<file path="src/rtl/spi_master.sv">
//------------------------------------------------------------------------------
// Module      : spi_master
// Description : Controller end of the single-byte SPI register protocol.
//               One transaction = header byte {RW, ADDR} MSB first, one
//               turnaround SCLK cycle, then one data byte. Writes shift
//               WDATA out on MOSI; reads capture MISO into RDATA.
//               SPI mode 0: SCLK idles low, peripheral samples MOSI on the
//               SCLK rise, controller samples MISO on the SCLK rise.
// Ports       : clk    - system clock, all logic on posedge
//               rst    - synchronous reset, active-high
//               start  - request; accepted when start=1 and busy=0
//               rw     - 0 = write, 1 = read (captured at accept)
//               addr   - register address (captured at accept)
//               wdata  - write data (captured at accept)
//               rdata  - read data, updated at DONE of a read only
//               busy   - high from the cycle after accept until DONE
//               done   - single-cycle completion pulse
//               cs     - chip select, active-low
//               sclk   - serial clock, idles low
//               mosi   - controller -> peripheral data
//               miso   - peripheral -> controller data
// Options     : SPI_MASTER_MISO_SYNC_EN - when defined, MISO passes through a
//               2-flop synchronizer and is sampled 2 CLKs after the SCLK
//               rise (requires CLK_DIV >= 3). External timing is unchanged.
// Revision    : 1.0 - initial release
//------------------------------------------------------------------------------
`timescale 1ns/1ps
`default_nettype none

module spi_master #(
  parameter int CLK_DIV = 5,   // CLK cycles per SCLK half-period
  parameter int ADDR_W  = 7,   // address width, header = 1 + ADDR_W bits
  parameter int DATA_W  = 8    // data byte width
) (
  input  logic              clk,
  input  logic              rst,
  input  logic              start,
  input  logic              rw,
  input  logic [ADDR_W-1:0] addr,
  input  logic [DATA_W-1:0] wdata,
  output logic [DATA_W-1:0] rdata,
  output logic              busy,
  output logic              done,
  output logic              cs,
  output logic              sclk,
  output logic              mosi,
  input  logic              miso
);

  //--------------------------------------------------------------------------
  // Derived constants
  //--------------------------------------------------------------------------
  localparam int c_hdr_w   = 1 + ADDR_W;
  localparam int c_cnt_w   = $clog2(2 * CLK_DIV);
  localparam int c_bit_max = (c_hdr_w > DATA_W) ? c_hdr_w : DATA_W;
  localparam int c_bit_w   = $clog2(c_bit_max);

  // Phase counter values inside one bit slot (slot = 2*CLK_DIV CLKs).
  // The counter reads 0 in the cycle after the slot's first edge, so the
  // edge taken while it reads CLK_DIV-1 is the one that raises SCLK and the
  // edge taken while it reads 2*CLK_DIV-1 closes the slot.
  localparam logic [c_cnt_w-1:0] c_half_last = c_cnt_w'(CLK_DIV - 1);
  localparam logic [c_cnt_w-1:0] c_slot_last = c_cnt_w'(2 * CLK_DIV - 1);

`ifdef SPI_MASTER_MISO_SYNC_EN
  // Two synchronizer stages delay MISO by 2 CLKs, so the sample point moves
  // 2 CLKs past the SCLK-rise edge while staying inside the high half.
  localparam logic [c_cnt_w-1:0] c_samp_pt   = c_cnt_w'(CLK_DIV + 1);
`else
  localparam logic [c_cnt_w-1:0] c_samp_pt   = c_cnt_w'(CLK_DIV - 1);
`endif

  localparam logic [c_bit_w-1:0] c_hdr_last  = c_bit_w'(c_hdr_w - 1);
  localparam logic [c_bit_w-1:0] c_dat_last  = c_bit_w'(DATA_W - 1);

  //--------------------------------------------------------------------------
  // State encoding
  //--------------------------------------------------------------------------
  localparam logic [2:0] c_st_idle = 3'd0;
  localparam logic [2:0] c_st_hdr  = 3'd1;
  localparam logic [2:0] c_st_gap  = 3'd2;
  localparam logic [2:0] c_st_data = 3'd3;
  localparam logic [2:0] c_st_hold = 3'd4;
  localparam logic [2:0] c_st_done = 3'd5;

  //--------------------------------------------------------------------------
  // Registers
  //--------------------------------------------------------------------------
  logic [2:0]         r_state;
  logic [c_cnt_w-1:0] r_cnt;      // CLK phase within the current slot
  logic [c_bit_w-1:0] r_bit;      // bit index within HDR or DATA
  logic               r_rw;       // captured direction
  logic [c_hdr_w-1:0] r_hdr_sr;   // header, MSB is the bit on the wire
  logic [DATA_W-1:0]  r_dat_sr;   // write data, MSB is the bit on the wire
  logic [DATA_W-1:0]  r_rx_sr;    // read data being assembled
  logic [DATA_W-1:0]  r_rdata;
  logic               r_busy;
  logic               r_done;
  logic               r_cs;
  logic               r_sclk;
  logic               r_mosi;

  //--------------------------------------------------------------------------
  // MISO source: direct pin or synchronized copy
  //--------------------------------------------------------------------------
  logic w_miso;

`ifdef SPI_MASTER_MISO_SYNC_EN
  logic r_miso_s1;
  logic r_miso_s2;

  always_ff @(posedge clk) begin
    if (rst) begin
      r_miso_s1 <= 1'b0;
      r_miso_s2 <= 1'b0;
    end else begin
      r_miso_s1 <= miso;
      r_miso_s2 <= r_miso_s1;
    end
  end

  assign w_miso = r_miso_s2;
`else
  assign w_miso = miso;
`endif

  //--------------------------------------------------------------------------
  // Slot timing decodes
  //--------------------------------------------------------------------------
  logic w_in_slot;
  logic w_rise;
  logic w_slot_end;
  logic w_sample;

  assign w_in_slot  = (r_state == c_st_hdr) || (r_state == c_st_gap) ||
                      (r_state == c_st_data);
  assign w_rise     = w_in_slot && (r_cnt == c_half_last);
  assign w_slot_end = w_in_slot && (r_cnt == c_slot_last);
  assign w_sample   = (r_state == c_st_data) && r_rw && (r_cnt == c_samp_pt);

  //--------------------------------------------------------------------------
  // Main FSM and datapath
  //--------------------------------------------------------------------------
  always_ff @(posedge clk) begin
    if (rst) begin
      r_state  <= c_st_idle;
      r_cnt    <= '0;
      r_bit    <= '0;
      r_rw     <= 1'b0;
      r_hdr_sr <= '0;
      r_dat_sr <= '0;
      r_rx_sr  <= '0;
      r_rdata  <= '0;
      r_busy   <= 1'b0;
      r_done   <= 1'b0;
      r_cs     <= 1'b1;
      r_sclk   <= 1'b0;
      r_mosi   <= 1'b0;
    end else begin
      r_done <= 1'b0;

      case (r_state)
        //----------------------------------------------------------------
        // IDLE also covers the DONE pulse cycle, so a START seen there is
        // accepted and transfers run back to back.
        //----------------------------------------------------------------
        c_st_idle: begin
          if (start) begin
            r_state  <= c_st_hdr;
            r_cs     <= 1'b0;
            r_sclk   <= 1'b0;
            r_mosi   <= rw;
            r_busy   <= 1'b1;
            r_rw     <= rw;
            r_hdr_sr <= {rw, addr};
            r_dat_sr <= wdata;
            r_cnt    <= '0;
            r_bit    <= '0;
          end
        end

        //----------------------------------------------------------------
        // Serial slots: low half then high half, MOSI changes only at the
        // slot boundary so it is stable around the SCLK rise.
        //----------------------------------------------------------------
        c_st_hdr, c_st_gap, c_st_data: begin
          r_cnt <= w_slot_end ? '0 : r_cnt + 1'b1;

          if (w_rise) begin
            r_sclk <= 1'b1;
          end

          if (w_sample) begin
            r_rx_sr <= {r_rx_sr[DATA_W-2:0], w_miso};
          end

          if (w_slot_end) begin
            r_sclk <= 1'b0;

            if (r_state == c_st_hdr) begin
              // Rotate so the next header bit becomes the MSB.
              r_hdr_sr <= {r_hdr_sr[c_hdr_w-2:0], r_hdr_sr[c_hdr_w-1]};
              if (r_bit == c_hdr_last) begin
                r_state <= c_st_gap;
                r_bit   <= '0;
                r_mosi  <= 1'b0;
              end else begin
                r_bit  <= r_bit + 1'b1;
                r_mosi <= r_hdr_sr[c_hdr_w-2];
              end
            end else if (r_state == c_st_gap) begin
              r_state <= c_st_data;
              r_bit   <= '0;
              r_mosi  <= r_rw ? 1'b0 : r_dat_sr[DATA_W-1];
            end else begin
              r_dat_sr <= {r_dat_sr[DATA_W-2:0], r_dat_sr[DATA_W-1]};
              if (r_bit == c_dat_last) begin
                // Last slot's high half is over: release the bus.
                r_state <= c_st_hold;
                r_cs    <= 1'b1;
                r_mosi  <= 1'b0;
                r_bit   <= '0;
              end else begin
                r_bit  <= r_bit + 1'b1;
                r_mosi <= r_rw ? 1'b0 : r_dat_sr[DATA_W-2];
              end
            end
          end
        end

        //----------------------------------------------------------------
        // Minimum deselect time: one full slot with CS high.
        //----------------------------------------------------------------
        c_st_hold: begin
          if (r_cnt == c_slot_last) begin
            r_state <= c_st_done;
          end else begin
            r_cnt <= r_cnt + 1'b1;
          end
        end

        //----------------------------------------------------------------
        // Completion: DONE and the BUSY drop land on the same edge, so the
        // two are never high together.
        //----------------------------------------------------------------
        c_st_done: begin
          r_state <= c_st_idle;
          r_busy  <= 1'b0;
          r_done  <= 1'b1;
          if (r_rw) begin
            r_rdata <= r_rx_sr;
          end
        end

        default: begin
          r_state <= c_st_idle;
        end
      endcase
    end
  end

  //--------------------------------------------------------------------------
  // Outputs
  //--------------------------------------------------------------------------
  assign rdata = r_rdata;
  assign busy  = r_busy;
  assign done  = r_done;
  assign cs    = r_cs;
  assign sclk  = r_sclk;
  assign mosi  = r_mosi;

endmodule

`default_nettype wire

</file>
<file path="config.mk">
export PLATFORM = sky130hd
export DESIGN_NAME = spi_master
export DESIGN_NICKNAME = d
export VERILOG_FILES = /design/src/rtl/spi_master.sv
export SDC_FILE = /design/constraint.sdc
export NUM_CORES = 1
export LEC_CHECK = 0
export CAP_MARGIN = 40
export CORE_UTILIZATION = 34
export CTS_BUF_LIST = sky130_fd_sc_hd__clkbuf_4
export CTS_CLUSTER_SIZE = 25
export DETAILED_ROUTE_END_ITERATION = 10
export SETUP_SLACK_MARGIN = 0.4
export SLEW_MARGIN = 20
export SYNTH_ARGS = -nofsm -noshare
export SYNTH_HDL_FRONTEND = slang
export SYNTH_SLANG_ARGS = --single-unit
</file>
<file path="constraint.sdc">
create_clock -name clk -period 2.73 [get_ports clk]
set_clock_uncertainty 0.15 [all_clocks]
set_input_delay 0.273 -clock clk [delete_from_list [all_inputs] [get_ports clk]]
set_output_delay 0.273 -clock clk [all_outputs]
set_load 0.005 [all_outputs]
</file>
==> key figures <==
Pwr
  – Leakage: 0.954 nW
  – Switching Share: 0.237
  – Switching power: 0.340 mW
  – Cell Pwr Density: 545 nW/um2
  – Clock power frac: 0.367
  – Sequential power share: 0.521
  – Internal power: 1.10 mW
  – Comb power frac: 0.112
  – VDD IR max: 271 uV

Route
  – Drt wl/cell: 12.7 um
  – Final WL: 4520 um
  – Routed vias/inst: 4.99
  – ANT nets after route: 0
  – Drc violations: 0
  – Via count: 1771
  – DR iter-0 viols: 76
  – DR pass1 iterations: 4

Critical path
  – WS Path Type: flop to flop
  – Reg2Reg Setup Slack: 0.64 ns
  – Critical R2R Launch: r_state[1]$_SDFFE_PP0P_
  – Startpoint Class: flop
  – Crit path DAT: 2.22 ns
  – Crit path max fanout: 14
  – Critical R2R Capture: r_rx_sr[3]$_SDFFE_PP0P_
  – Data required, critical path: 2.86 ns
  – Worst reg2reg path depth: 4
  – Worst setup EP type: flop
  – Critical Path Start: r_state[1]$_SDFFE_PP0P_

Clocking
  – Worst-Skew Late Latency: 0.38 ns
  – Clock transition at path regs: 0.16 ns
  – Setup bufs post-CTS: 0
  – CTS Sinks: 48
  – CTS H-tree lvls: 2
  – Post-CTS Resized: 0
  – # hold bufs at CTS: 0
  – CTS tree: built
  – Clock Tree Root: clkbuf_4
  – CTS max path bufs: 2
  – Total clock buffers created by CTS: 5

STA
  – Final TNS setup: 0 ns
  – Actual slew at the worst max-slew pin: 0.582 ns
  – Worst slew margin: 0.611
  – Min Hold Slack: 0.315 ns
  – Post-route clock period utilization: 0.765
  – Hold Fails Final Rpt: 0
  – Min Tclk post-route: 2.09 ns
  – Max Slew Vio Count: 0
  – Final setup fails: 0
  – RSZ-0062 raised after global routing: no
  – Max Clock Freq: 479 MHz

Yosys
  – Async set or reset register ratio after synthesis: 0
  – Main combinational cell family by area after synthesis: simple AND/OR/NAND/NOR gates
  – Syn Nets: 280
  – Simple-Gate Fraction of Synth Area: 0.254
  – Flops & latches, synth: 48
  – Post-synth top flop: dfxtp_1
  – Seq/Total Area, Yosys: 0.438
  – Netlist cell types: 43
  – Mux cell area share after synthesis: 0.0502
  – Synth warn: 0
  – Post-synthesis compound-gate area fraction: 0.162
  – Post-synthesis xor/xnor area fraction: 0.0160
  – Syn Inst Count: 255
  – Cell Area, Synth: 2190 um2
  – Mean post-synth cell area: 8.60 um2
  – Post-synth EDFFs: 0
  – Synth Area in Adders: 0.0285

Hold path
  – Hold Path Sink: rdata[5]$_SDFFE_PP0P_
  – Hold Path Cell Cnt: 2
  – Worst hold start: rdata[5]$_SDFFE_PP0P_
  – Hold crit path type: flop to flop

Place
  – Port-buffer cells: 32
  – DP HPWL: 3020 um
  – Gp weighted congestion: 0.723

Flow run
  – Max-capacitance violation count: 0

Floorplanning
  – Starting Density: 0.362
  – CORE AREA: 6060 um2
  – Die area: 6780 um2
  – Die span in x: 82.3 um
  – I/O pin cnt: 33
  – Die height: 82.3 um
  – Rows: 28

GRT
  – GR Overflow Total: 0
  – First-pass GRT wire length: 7450 um
  – Gr usage total: 0.146
  – M2 GR Usage: 0.216
  – Met3 Use GR: 0.0495
  – Vias in the first global route: 1629
  – Antenna violations before repair: 0
  – Largest net degree at the start of global routing: 50
  – Busiest grt layer: met2
  – M1 GR Usage: 0.197

Cells and area
  – Syn-to-layout area delta: 20.2%
  – # diodes: 0
  – Share of layout cells above drive strength 1: 0.0750
  – Final layout net count: 304

Status
  – Outcome: complete, no violations
cell usage after synthesis (2+ instances only):
library cell  count  area share
nand3_1           5       0.011
ha_1              5       0.029
clkbuf_1          9       0.015
nor3_1            8       0.018
buf_2             4      0.0091
dfxtp_1          48        0.44
and3b_1           2      0.0080
xnor2_1           3       0.012
mux2i_1          11       0.050
nand2_1          54       0.092
o22ai_1           2      0.0057
nand2b_1          5       0.014
a311oi_1         17       0.068
inv_1             3      0.0051
buf_6             3       0.015
or2_2             2      0.0057
nor2_1           32       0.055
nand3b_1          2      0.0068
a21oi_1          16       0.037
cells in the final DEF, fill, tap and decap left out, types with 2 or more instances in the layout:
cell type         n
nor2_1           32
inv_1             3
xnor2_1           3
nand2_1          54
or2_2             2
a311oi_1         17
nand2b_1          5
dfxtp_1          48
ha_1              5
clkdlybuf4s50_1  32
nand3_1           5
buf_4             3
mux2i_1          11
nor3_1            8
clkbuf_4          5
and3b_1           2
nand3b_1          2
bufinv_16         2
o22ai_1           2
a21oi_1          16
power by group through the flow:
stage	sequential, mW	combinational [mW]	clock, mW
after floorplan	0.761	0.111	0
after global placement	0.765	0.160	0
after detailed placement	0.764	0.161	0
after CTS	0.749	0.162	0.547
after global routing	0.753	0.179	0.580
final	0.749	0.160	0.527
cell families after synthesis:
group / count (synthesis)
buffers and inverters: 21
and+or+nand+nor: 120
adders and majority gates: 5
muxes: 11
DFF: 48
AOI/OAI and AO/OA: 46
xor gates and xnor gates: 4
through the flow:
step | util | area [um2] | power [mW] | worst slack (ns) | cells
floorplan | - | 2190 | 0.871 | 0.931 | 255
global placement | 0.417 | 2530 | 0.924 | 0.611 | 347
detailed placement | 0.417 | 2530 | 0.925 | 0.569 | 347
CTS | 0.435 | 2640 | 1.46 | 0.595 | 355
global route | 0.435 | 2640 | 1.51 | 0.423 | 355
finish | 0.435 | 2640 | 1.44 | 0.642 | 355
state kept, by name, indices dropped and copies added, names as in the netlist:
| name | flops |
|---|---|
| r_dat_sr | 8 |
| r_hdr_sr | 8 |
| r_rx_sr | 8 |
| rdata | 8 |
| r_cnt | 4 |
| r_bit | 3 |
| r_state | 3 |
| busy | 1 |
| cs | 1 |
| done | 1 |
| mosi | 1 |
| r_rw | 1 |
| sclk | 1 |
final cells by class:
| cell class | count | area [um2] |
|---|---|---|
| fill | 606 | 3420 |
| timing repair buffer | 35 | 343 |
| inverter | 3 | 11.3 |
| clock buffer | 5 | 37.5 |
| tap | 75 | 93.8 |
| multi-input combinational | 186 | 1120 |
| sequential | 48 | 961 |
| clock inverter | 3 | 68.8 |
worst max-delay path, cell delays in order, from the launching register on:
cell,delay (ns)
dfxtp_1,0.72
nand2b_1,0.31
nor3_4,0.52
mux2i_1,0.25
nor2_1,0.05
per-layer routing:
metal  up-vias  wire length (um)
met5         -                 0
met4         0                57
met3         4               232
met2        30              1890
met1       810              2340
li1        927                 -
how the worst max path moves through the flow:
stage,to,cells past startpoint
after floorplan,r_hdr_sr[1]$_SDFFE_PP0P_,6
after global placement,r_dat_sr[5]$_SDFFE_PP0P_,5
after CTS,r_rx_sr[2]$_SDFFE_PP0P_,4
after detailed placement,r_dat_sr[5]$_SDFFE_PP0P_,5
final,r_rx_sr[3]$_SDFFE_PP0P_,4
after global routing,r_hdr_sr[6]$_SDFFE_PP0P_,5
(Power assumes the default switching activity.)
